File: config.mk
export PLATFORM = sky130hd
export DESIGN_NAME = seq_stream_gen
export DESIGN_NICKNAME = d
export VERILOG_FILES = /design/src/rtl/seq_stream_gen.sv
export SDC_FILE = /design/constraint.sdc
export NUM_CORES = 1
export LEC_CHECK = 0
export ABC_AREA = 1
export CORE_MARGIN = 1
export CORE_UTILIZATION = 40
export CTS_CLUSTER_SIZE = 8
export DETAILED_ROUTE_END_ITERATION = 7
export DONT_BUFFER_PORTS = 1
export PLACE_DENSITY = 0.54
export REMOVE_ABC_BUFFERS = 1
export SYNTH_ARGS = -nofsm -noshare
export SYNTH_HDL_FRONTEND = slang
export SYNTH_SLANG_ARGS = --single-unit
File: constraint.sdc
create_clock -name clk -period 4.2 [get_ports clk]
set_input_delay 0.63 -clock clk [delete_from_list [all_inputs] [get_ports clk]]
set_output_delay 0.63 -clock clk [all_outputs]
set_load 0.005 [all_outputs]
File: src/rtl/seq_stream_gen.sv
// Serial pattern transmitter: shifts a latched pattern out MSB-first on w, with repetitions and idle gaps.
// Optional build macro SEQ_STREAM_GEN_LFSR_EN substitutes an LFSR value when a zero pattern is started.
module seq_stream_gen #(
  parameter int PAT_W   = 8,
  parameter int LEN_W   = 4,
  parameter int REP_W   = 4,
  parameter int GAP_CYC = 2
) (
  input  logic             clk,
  input  logic             reset,
  input  logic             start,
  input  logic             abort,
  input  logic [PAT_W-1:0] pattern,
  input  logic [LEN_W-1:0] len,
  input  logic [REP_W-1:0] reps,
  output logic             w,
  output logic             valid,
  output logic             busy,
  output logic             done
);

  localparam logic [1:0] ST_IDLE  = 2'd0;
  localparam logic [1:0] ST_SHIFT = 2'd1;
  localparam logic [1:0] ST_GAP   = 2'd2;
  localparam logic [1:0] ST_DONE  = 2'd3;

  localparam int IDX_W    = (PAT_W > 1) ? $clog2(PAT_W) : 1;
  localparam int GAP_W    = (GAP_CYC > 1) ? $clog2(GAP_CYC) : 1;
  localparam int GAP_LAST = (GAP_CYC > 0) ? GAP_CYC - 1 : 0;

  logic [1:0]       state_r, state_s;
  logic [PAT_W-1:0] pat_r, pat_s, pat_sel_s;
  logic [LEN_W-1:0] len_r, len_s, len_eff_s;
  logic [REP_W-1:0] reps_r, reps_s, reps_eff_s;
  logic [LEN_W-1:0] bit_r, bit_s;
  logic [REP_W-1:0] rep_r, rep_s;
  logic [GAP_W-1:0] gap_r, gap_s;
  logic             w_r, w_s, valid_r, valid_s, busy_r, busy_s, done_r, done_s;

`ifdef SEQ_STREAM_GEN_LFSR_EN
  localparam logic [PAT_W-1:0] LFSR_TAPS = PAT_W'(8'hB8);
  logic [PAT_W-1:0] lfsr_r;

  function automatic logic parity(input logic [PAT_W-1:0] v);
    return ^v;
  endfunction

  // Fibonacci LFSR stepped once per accepted start; all-ones seed keeps it nonzero
  always_ff @(posedge clk) begin
    if (reset) begin
      lfsr_r <= {PAT_W{1'b1}};
    end else if (state_r == ST_IDLE && start) begin
      lfsr_r <= {lfsr_r[PAT_W-2:0], parity(lfsr_r & LFSR_TAPS)};
    end
  end

  assign pat_sel_s = (pattern == {PAT_W{1'b0}}) ? lfsr_r : pattern;
`else
  assign pat_sel_s = pattern;
`endif

  assign len_eff_s  = (len == {LEN_W{1'b0}} || len > LEN_W'(PAT_W)) ? LEN_W'(PAT_W) : len;
  assign reps_eff_s = (reps == {REP_W{1'b0}}) ? REP_W'(1'b1) : reps;

  // Next-state and next-output logic; outputs are registered one edge later
  always_comb begin
    state_s = state_r;
    pat_s   = pat_r;
    len_s   = len_r;
    reps_s  = reps_r;
    bit_s   = bit_r;
    rep_s   = rep_r;
    gap_s   = gap_r;
    w_s     = 1'b0;
    valid_s = 1'b0;
    busy_s  = 1'b0;
    done_s  = 1'b0;
    case (state_r)
      ST_IDLE: begin
        if (start) begin
          pat_s   = pat_sel_s;
          len_s   = len_eff_s;
          reps_s  = reps_eff_s;
          bit_s   = {LEN_W{1'b0}};
          rep_s   = REP_W'(1'b1);
          gap_s   = {GAP_W{1'b0}};
          state_s = ST_SHIFT;
          w_s     = pat_sel_s[IDX_W'(len_eff_s - LEN_W'(1))];
          valid_s = 1'b1;
          busy_s  = 1'b1;
        end else begin
          state_s = ST_IDLE;
        end
      end
      ST_SHIFT: begin
        if (abort) begin
          state_s = ST_IDLE;
          bit_s   = {LEN_W{1'b0}};
          rep_s   = {REP_W{1'b0}};
          gap_s   = {GAP_W{1'b0}};
        end else if (bit_r == len_r - LEN_W'(1)) begin
          bit_s = {LEN_W{1'b0}};
          if (rep_r == reps_r) begin
            state_s = ST_DONE;
            rep_s   = {REP_W{1'b0}};
            done_s  = 1'b1;
          end else begin
            rep_s = rep_r + REP_W'(1);
            if (GAP_CYC > 0) begin
              state_s = ST_GAP;
              gap_s   = {GAP_W{1'b0}};
              busy_s  = 1'b1;
            end else begin
              w_s     = pat_r[IDX_W'(len_r - LEN_W'(1))];
              valid_s = 1'b1;
              busy_s  = 1'b1;
            end
          end
        end else begin
          // index of bit k+1 is L-1-(k+1)
          bit_s   = bit_r + LEN_W'(1);
          w_s     = pat_r[IDX_W'(len_r - LEN_W'(2) - bit_r)];
          valid_s = 1'b1;
          busy_s  = 1'b1;
        end
      end
      ST_GAP: begin
        if (abort) begin
          state_s = ST_IDLE;
          bit_s   = {LEN_W{1'b0}};
          rep_s   = {REP_W{1'b0}};
          gap_s   = {GAP_W{1'b0}};
        end else if (gap_r == GAP_W'(GAP_LAST)) begin
          state_s = ST_SHIFT;
          gap_s   = {GAP_W{1'b0}};
          bit_s   = {LEN_W{1'b0}};
          w_s     = pat_r[IDX_W'(len_r - LEN_W'(1))];
          valid_s = 1'b1;
          busy_s  = 1'b1;
        end else begin
          gap_s  = gap_r + GAP_W'(1);
          busy_s = 1'b1;
        end
      end
      ST_DONE: begin
        state_s = ST_IDLE;
      end
      default: begin
        state_s = ST_IDLE;
        bit_s   = {LEN_W{1'b0}};
        rep_s   = {REP_W{1'b0}};
        gap_s   = {GAP_W{1'b0}};
      end
    endcase
  end

  // State, latched transmission parameters and registered outputs
  always_ff @(posedge clk) begin
    if (reset) begin
      state_r <= ST_IDLE;
      pat_r   <= {PAT_W{1'b0}};
      len_r   <= {LEN_W{1'b0}};
      reps_r  <= {REP_W{1'b0}};
      bit_r   <= {LEN_W{1'b0}};
      rep_r   <= {REP_W{1'b0}};
      gap_r   <= {GAP_W{1'b0}};
      w_r     <= 1'b0;
      valid_r <= 1'b0;
      busy_r  <= 1'b0;
      done_r  <= 1'b0;
    end else begin
      state_r <= state_s;
      pat_r   <= pat_s;
      len_r   <= len_s;
      reps_r  <= reps_s;
      bit_r   <= bit_s;
      rep_r   <= rep_s;
      gap_r   <= gap_s;
      w_r     <= w_s;
      valid_r <= valid_s;
      busy_r  <= busy_s;
      done_r  <= done_s;
    end
  end

  assign w     = w_r;
  assign valid = valid_r;
  assign busy  = busy_r;
  assign done  = done_r;

endmodule

==> flow_summary.toml, run 1 <==
[drt]
vias_per_cell = 5.05
via_count = 1667
first_pass_iters = 6
drc = 1
routedWlPerCell_um = 13.0
drtIter0Drc = 117
route.antenna.remaining_nets = 0
wirelength_mm = 4.28

[setup_path]
critical_path.endpoint_type = "register"
critical_path.max_fanout = 23
arrival_time_reported_for_the_critical_path_endpoint_ns = 2.39
setup.reg_to_reg.worst_slack_ns = 2.04
crit-reg2reg-capture = "bit_r[3]"
critical_path_required_time_ns = 4.43
reg2reg_from = "state_r[0]"
reg2regPathDepth = 11
worstSetupPathType = "reg -> reg"
startpoint_type = "register"

[cells_and_area]
finish.utilization_pct = 45.7
layout-area-overhead-vs-synth_pct = 6.82
num-nets-final = 308
final_common_cell = "sky130_fd_sc_hd__nand2_1"
fillers = 485
layout-drive-gt1-share_pct = 6.12
mostFrequentLayoutCells = "sky130_fd_sc_hd__nand2_1 (46), sky130_fd_sc_hd__inv_1 (43), sky130_fd_sc_hd__dfxtp_1 (31)"
antennaDiodeCount = 0

[worst_hold_path]
holdCritStartpoint = "reset"
hold_depth = 1
hold_path_sink = "rep_r[3]"
min_path_type = "in -> reg"

[timing]
timing_hold_violations_final = 0
tns_ns = 0
maxSlewViolCount = 0
max_slew_margin_pct = 51.7
fmaxAchievable_mhz = 464
fin_worst_skew_ns = 0.00781
min_period_over_period_pct = 51.3
finalSetupViolations = 0
rsz0062_at_grt = "no"
max_slew.worst_pin.slew_ns = 0.723
post-route-min-period_ns = 2.16
holdWs_ns = 0.395
finalWorstSetupSlack_ns = 2.04

[floorplan]
die_height_um = 71.4
die_w_um = 71.4
rows = 24
initial_core_util_pct = 42.8
dieArea_mm2 = 0.00510
io_pins = 24
core_region_area_mm2 = 0.00450

[cts]
ctsHtreeMaxLevel = 2
clock_tree.buffer_depth = 2
tritoncts = "done"
worst_setup_hold_path_clk_slew_ns = 0.08
postCtsHoldBufs = 0
post-cts-setup-buffers = 0
cts.root.buffer_cell = "sky130_fd_sc_hd__clkbuf_8"
ctsResizeCount = 0
clkSinkCount = 31
cts_buffers = 5
clock_insertion_delay_worst_skew_ns = 0.29

[logic_synthesis]
synth_cell_type_count = 29
syn_inst = 278
synth.cell_area_mm2 = 0.00193
synth_sequential_area_ratio_pct = 32.2
syn-mean-instance-area_um2 = 6.93
synth-seq-cells = 31
synthesis.yosys.warnings = 0

[global_route]
grt_max_degree = 24
global_route.usage.total_pct = 19.1
first_global_vias = 1629
grt_pass1_wl_mm = 7.50
global_route.overflow_total = 0
antenna_found_initial = 0

[placed_design]
numPortBuffers = 0
place_ws_ns = 2.07
gpl.final_weighted_congestion = 0.818
place.detailed.hpwl_mm = 3.22

[power_and_ir_drop]
p_leak_nw = 0.952
power-per-cell-area_mw_per_mm2 = 445
worst_vdd_drop_mv = 0.255

[outcome]
violations = "design-rule violations"
status = "complete, but fails checks"

[job]
max_cap_violations = 0
[worst max path at each step]
stage,startpoint,end,slack (ns),depth (start not counted)
after floorplan,len[0],w,2.33,10
after global placement,len[0],w,2.09,10
after detailed placement,start,bit_r[3],2.07,9
after CTS,state_r[1],bit_r[3],2.05,11
after global routing,state_r[0],bit_r[3],1.75,11
final,state_r[0],bit_r[3],2.04,11
[Yosys cell counts]
library cell               count  area [um^2]
sky130_fd_sc_hd__a211oi_1      1         7.51
sky130_fd_sc_hd__a21oi_1      27          135
sky130_fd_sc_hd__a31o_2        1         8.76
sky130_fd_sc_hd__a31oi_1       1         6.26
sky130_fd_sc_hd__a41oi_1       1         8.76
sky130_fd_sc_hd__buf_1         1         3.75
sky130_fd_sc_hd__buf_2         1         5.00
sky130_fd_sc_hd__buf_6         2         22.5
sky130_fd_sc_hd__clkbuf_1      4         15.0
sky130_fd_sc_hd__clkinv_2      1         5.00
sky130_fd_sc_hd__dfxtp_1      31          621
sky130_fd_sc_hd__ha_1         11          138
sky130_fd_sc_hd__inv_1        43          161
sky130_fd_sc_hd__nand2_1      46          173
sky130_fd_sc_hd__nand2_2       2         12.5
sky130_fd_sc_hd__nand2_4       1         11.3
sky130_fd_sc_hd__nand3_1      16         80.1
sky130_fd_sc_hd__nand3_4       2         35.0
sky130_fd_sc_hd__nand4_1      11         68.8
sky130_fd_sc_hd__nor2_1       28          105
sky130_fd_sc_hd__nor2_2        1         6.26
sky130_fd_sc_hd__nor3_1        1         5.00
sky130_fd_sc_hd__nor4_1        2         12.5
sky130_fd_sc_hd__o211ai_1      1         7.51
sky130_fd_sc_hd__o21ai_0      27          135
sky130_fd_sc_hd__o22ai_1       1         6.26
sky130_fd_sc_hd__xnor2_1      10         87.6
sky130_fd_sc_hd__xor2_1        3         26.3
sky130_fd_sc_hd__xor2_2        1         16.3
[metal layers]
layer	part of all wire [%]	track usage [%]	wire [um]	vias to the layer above
li1	-	-	-	907
met1	52	26.3	2230	728
met2	42	29.2	1800	30
met3	5.1	3.94	220	2
met4	0.63	8.00	27	0
met5	0	0	0	-
[logic make-up (layout without fill, tap and decap cells)]
| family | count (synthesis) | count (layout) | synth area share (%) |
|---|---|---|---|
| AO/OA/AOI/OAI | 60 | 60 | 16.4 |
| XOR/XNOR | 14 | 14 | 6.76 |
| buffers and inverters | 52 | 52 | 11.0 |
| flip-flops | 31 | 31 | 32.2 |
| adder cells (fa/ha/maj) | 11 | 11 | 7.15 |
| AND/OR/NAND/NOR | 110 | 110 | 26.4 |
[registers in the layout (all words and copies together), names as in the netlist]
signal,count
len_r,4
gap_r,1
state_r,2
rep_r,4
valid,1
pat_r,8
reps_r,4
bit_r,4
w,1
done,1
busy,1
[area by class of cell]
| type | count | area, um^2 | area share (%) |
|---|---|---|---|
| clock buffer | 5 | 68.8 | 3.35 |
| clock inverter | 3 | 43.8 | 2.13 |
| inverter | 44 | 166 | 8.09 |
| multi-input combinational | 195 | 1090 | 53.1 |
| sequential | 31 | 621 | 30.2 |
| tap | 52 | 65.1 | 3.16 |
[where the power goes]
part           leakage, nW  internal [mW]  switching [mW]
Clock               0.0581          0.177           0.128
Sequential           0.255          0.328          0.0290
Combinational        0.639         0.0934           0.160
[worst max-delay path, cell delays in order, from the launching register on]
cell                      delay, ns
sky130_fd_sc_hd__dfxtp_1       0.35
sky130_fd_sc_hd__inv_1         0.09
sky130_fd_sc_hd__ha_1          0.19
sky130_fd_sc_hd__nand2_1       0.44
sky130_fd_sc_hd__nand2_1       0.21
sky130_fd_sc_hd__nand2_1       0.10
sky130_fd_sc_hd__nor2_2        0.17
sky130_fd_sc_hd__inv_1         0.08
sky130_fd_sc_hd__nor2_1        0.17
sky130_fd_sc_hd__a31o_2        0.17
sky130_fd_sc_hd__nand4_1       0.06
sky130_fd_sc_hd__inv_1         0.07
[metrics by stage]
step	instance area [um^2]	std cells	power [mW]
2_1_floorplan	1880	270	0.564
3_3_place_gp	1940	322	0.619
3_5_place_dp	1940	322	0.619
4_1_cts	2060	330	0.929
5_1_grt	2060	330	0.986
6_report	2060	330	0.916
No activity file was read; power rests on OpenSTA's default activity.
==> inputs of run 2 (changes only) <==
--- a/config.mk
+++ b/config.mk
@@ -11,7 +11,7 @@
 export CTS_CLUSTER_SIZE = 8
 export DETAILED_ROUTE_END_ITERATION = 7
 export DONT_BUFFER_PORTS = 1
-export PLACE_DENSITY = 0.54
+export PLACE_DENSITY = 0.56
 export REMOVE_ABC_BUFFERS = 1
 export SYNTH_ARGS = -nofsm -noshare
 export SYNTH_HDL_FRONTEND = slang
==> constraint.sdc (replaced) <==
create_clock -name clk -period 1.9 [get_ports clk]
set_input_delay 0.285 -clock clk [delete_from_list [all_inputs] [get_ports clk]]
set_output_delay 0.285 -clock clk [all_outputs]
set_load 0.005 [all_outputs]
==> run 2 against run 1 <==
  * The flow still finishes with violations (design-rule violations)
  * Critical path type unchanged
  * Final area grew 3.2%
  * Hold slack got worse by 0.33 ns
  * Sequential share of layout area fell by 0.87 points
  * Sequential power increased by 120%
==> flow_summary.toml, run 2 (synthesis gave the netlist of run 1 again) <==
[outcome]
status = "complete, but fails checks"
violations = "design-rule violations"

[timing]
tns_ns = 0
finalSetupViolations = 0
max_slew.worst_pin.slew_ns = 0.473
min_period_over_period_pct = 91.4
timing_hold_violations_final = 0
post-route-min-period_ns = 1.74
max_slew_margin_pct = 68.4
maxSlewViolCount = 0
fmaxAchievable_mhz = 576
fin_worst_skew_ns = 0.00524
rsz0062_at_grt = "no"

[floorplan]
initial_core_util_pct = 42.8
die_w_um = 71.4
io_pins = 24
dieArea_mm2 = 0.00510
die_height_um = 71.4
core_region_area_mm2 = 0.00450
rows = 24

[cts]
tritoncts = "done"
worst_setup_hold_path_clk_slew_ns = 0.07
clkSinkCount = 31
clock_tree.buffer_depth = 2
cts_buffers = 5
cts.root.buffer_cell = "sky130_fd_sc_hd__clkbuf_8"
postCtsHoldBufs = 0
clock_insertion_delay_worst_skew_ns = 0.28
post-cts-setup-buffers = 0
ctsHtreeMaxLevel = 2

[drt]
vias_per_cell = 5.15
first_pass_iters = 6
via_count = 1741
drc = 1
wirelength_mm = 4.27
route.antenna.remaining_nets = 0
drtIter0Drc = 144
routedWlPerCell_um = 12.6

[setup_path]
setup.reg_to_reg.worst_slack_ns = 0.16
arrival_time_reported_for_the_critical_path_endpoint_ns = 1.91
critical_path.endpoint_type = "register"
critical_path_required_time_ns = 2.07
critical_path.max_fanout = 3
startpoint_type = "register"
reg2regPathDepth = 13
worstSetupPathType = "reg -> reg"

[cells_and_area]
summed_area_of_non_filler_cells_in_the_final_layout_mm2 = 0.00212
largest_register_ffs = 8
fillers = 475
layout-area-overhead-vs-synth_pct = 10.2
antennaDiodeCount = 0
final_common_cell = "sky130_fd_sc_hd__nand2_1"
regMostFlops = "pat_r"
num-nets-final = 316
layout-drive-gt1-share_pct = 10.1
mostFrequentLayoutCells = "sky130_fd_sc_hd__nand2_1 (46), sky130_fd_sc_hd__inv_1 (41), sky130_fd_sc_hd__dfxtp_1 (30)"

[placed_design]
gpl.final_weighted_congestion = 0.815
numPortBuffers = 0
place.detailed.hpwl_mm = 3.27
place_area_mm2 = 0.00200

[power_and_ir_drop]
power-per-cell-area_mw_per_mm2 = 934
worst_vdd_drop_mv = 0.508
p_leak_nw = 0.984

[worst_hold_path]
hold_depth = 1
min_path_type = "in -> reg"

[global_route]
antenna_found_initial = 0
first_global_vias = 1648
grt_max_degree = 23
global_route.usage.total_pct = 18.8
grt_pass1_wl_mm = 7.48
global_route.overflow_total = 0

[job]
max_cap_violations = 0
## run 2: timing repair
action                                 in CTS  in global routing
endpoints found under the hold margin       0                  0
resized for setup                           0                  9
setup endpoints to repair                   0                  2
## run 2: through the flow
step	power, mW	hold WS [ns]	std cells	setup slack (ns)	utilization [%]
after global routing	2.13	0.0556	338	0.00505	47.1
after detailed placement	1.40	0.359	330	0.0544	44.5
final	1.98	0.0614	338	0.163	47.1
after floorplan	1.25	0.354	270	0.101	-
after global placement	1.40	0.357	330	0.0614	44.5
after CTS	1.98	0.0519	338	0.0469	46.7
## run 2: area by class of cell
cell class              instances  area [um^2]  share of cell area [%]
flip-flops and latches         31          622                    29.3
clock buffers                   8          100                    4.72
repair buffers                  8         60.1                    2.83
inverters                      44          166                    7.84
well taps                      52         65.1                    3.07
multi-input cells             195         1110                    52.2
## run 2: worst paths after layout
path / start / end
worst max-delay path: len_r[1] / w
worst min-delay path: reset / bit_r[1]
worst max register to register: len_r[1] / w
worst min register to register: reps_r[0] / reps_r[0]
## run 2: power breakdown
| group | internal (mW) | switching [mW] | total [mW] |
|---|---|---|---|
| clock | 0.330 | 0.245 | 0.576 |
| combinational | 0.241 | 0.379 | 0.621 |
| sequential | 0.727 | 0.0595 | 0.787 |
| total | 1.30 | 0.684 | 1.98 |
## run 2: per-layer routing
| layer | vias to the layer above | part of all wire, % | GRT usage, % |
|---|---|---|---|
| li1 | 925 | - | - |
| met4 | 0 | 0.63 | 6.67 |
| met1 | 780 | 52 | 26.0 |
| met5 | - | 0 | 0 |
| met2 | 34 | 44 | 28.8 |
| met3 | 2 | 4.0 | 4.36 |
## run 2: worst max-delay path, stage by stage, from the launching register on
cell and delay (ns):
sky130_fd_sc_hd__dfxtp_2 0.33, sky130_fd_sc_hd__inv_2 0.05, sky130_fd_sc_hd__ha_1 0.26, sky130_fd_sc_hd__inv_1 0.06, sky130_fd_sc_hd__ha_4 0.27, sky130_fd_sc_hd__inv_2 0.04
sky130_fd_sc_hd__a21oi_1 0.10, sky130_fd_sc_hd__o21ai_1 0.08, sky130_fd_sc_hd__nand2_1 0.07, sky130_fd_sc_hd__nand2_1 0.05, sky130_fd_sc_hd__nand2_1 0.08, sky130_fd_sc_hd__nor2_1 0.05
sky130_fd_sc_hd__nor2_1 0.10, sky130_fd_sc_hd__a21oi_1 0.07
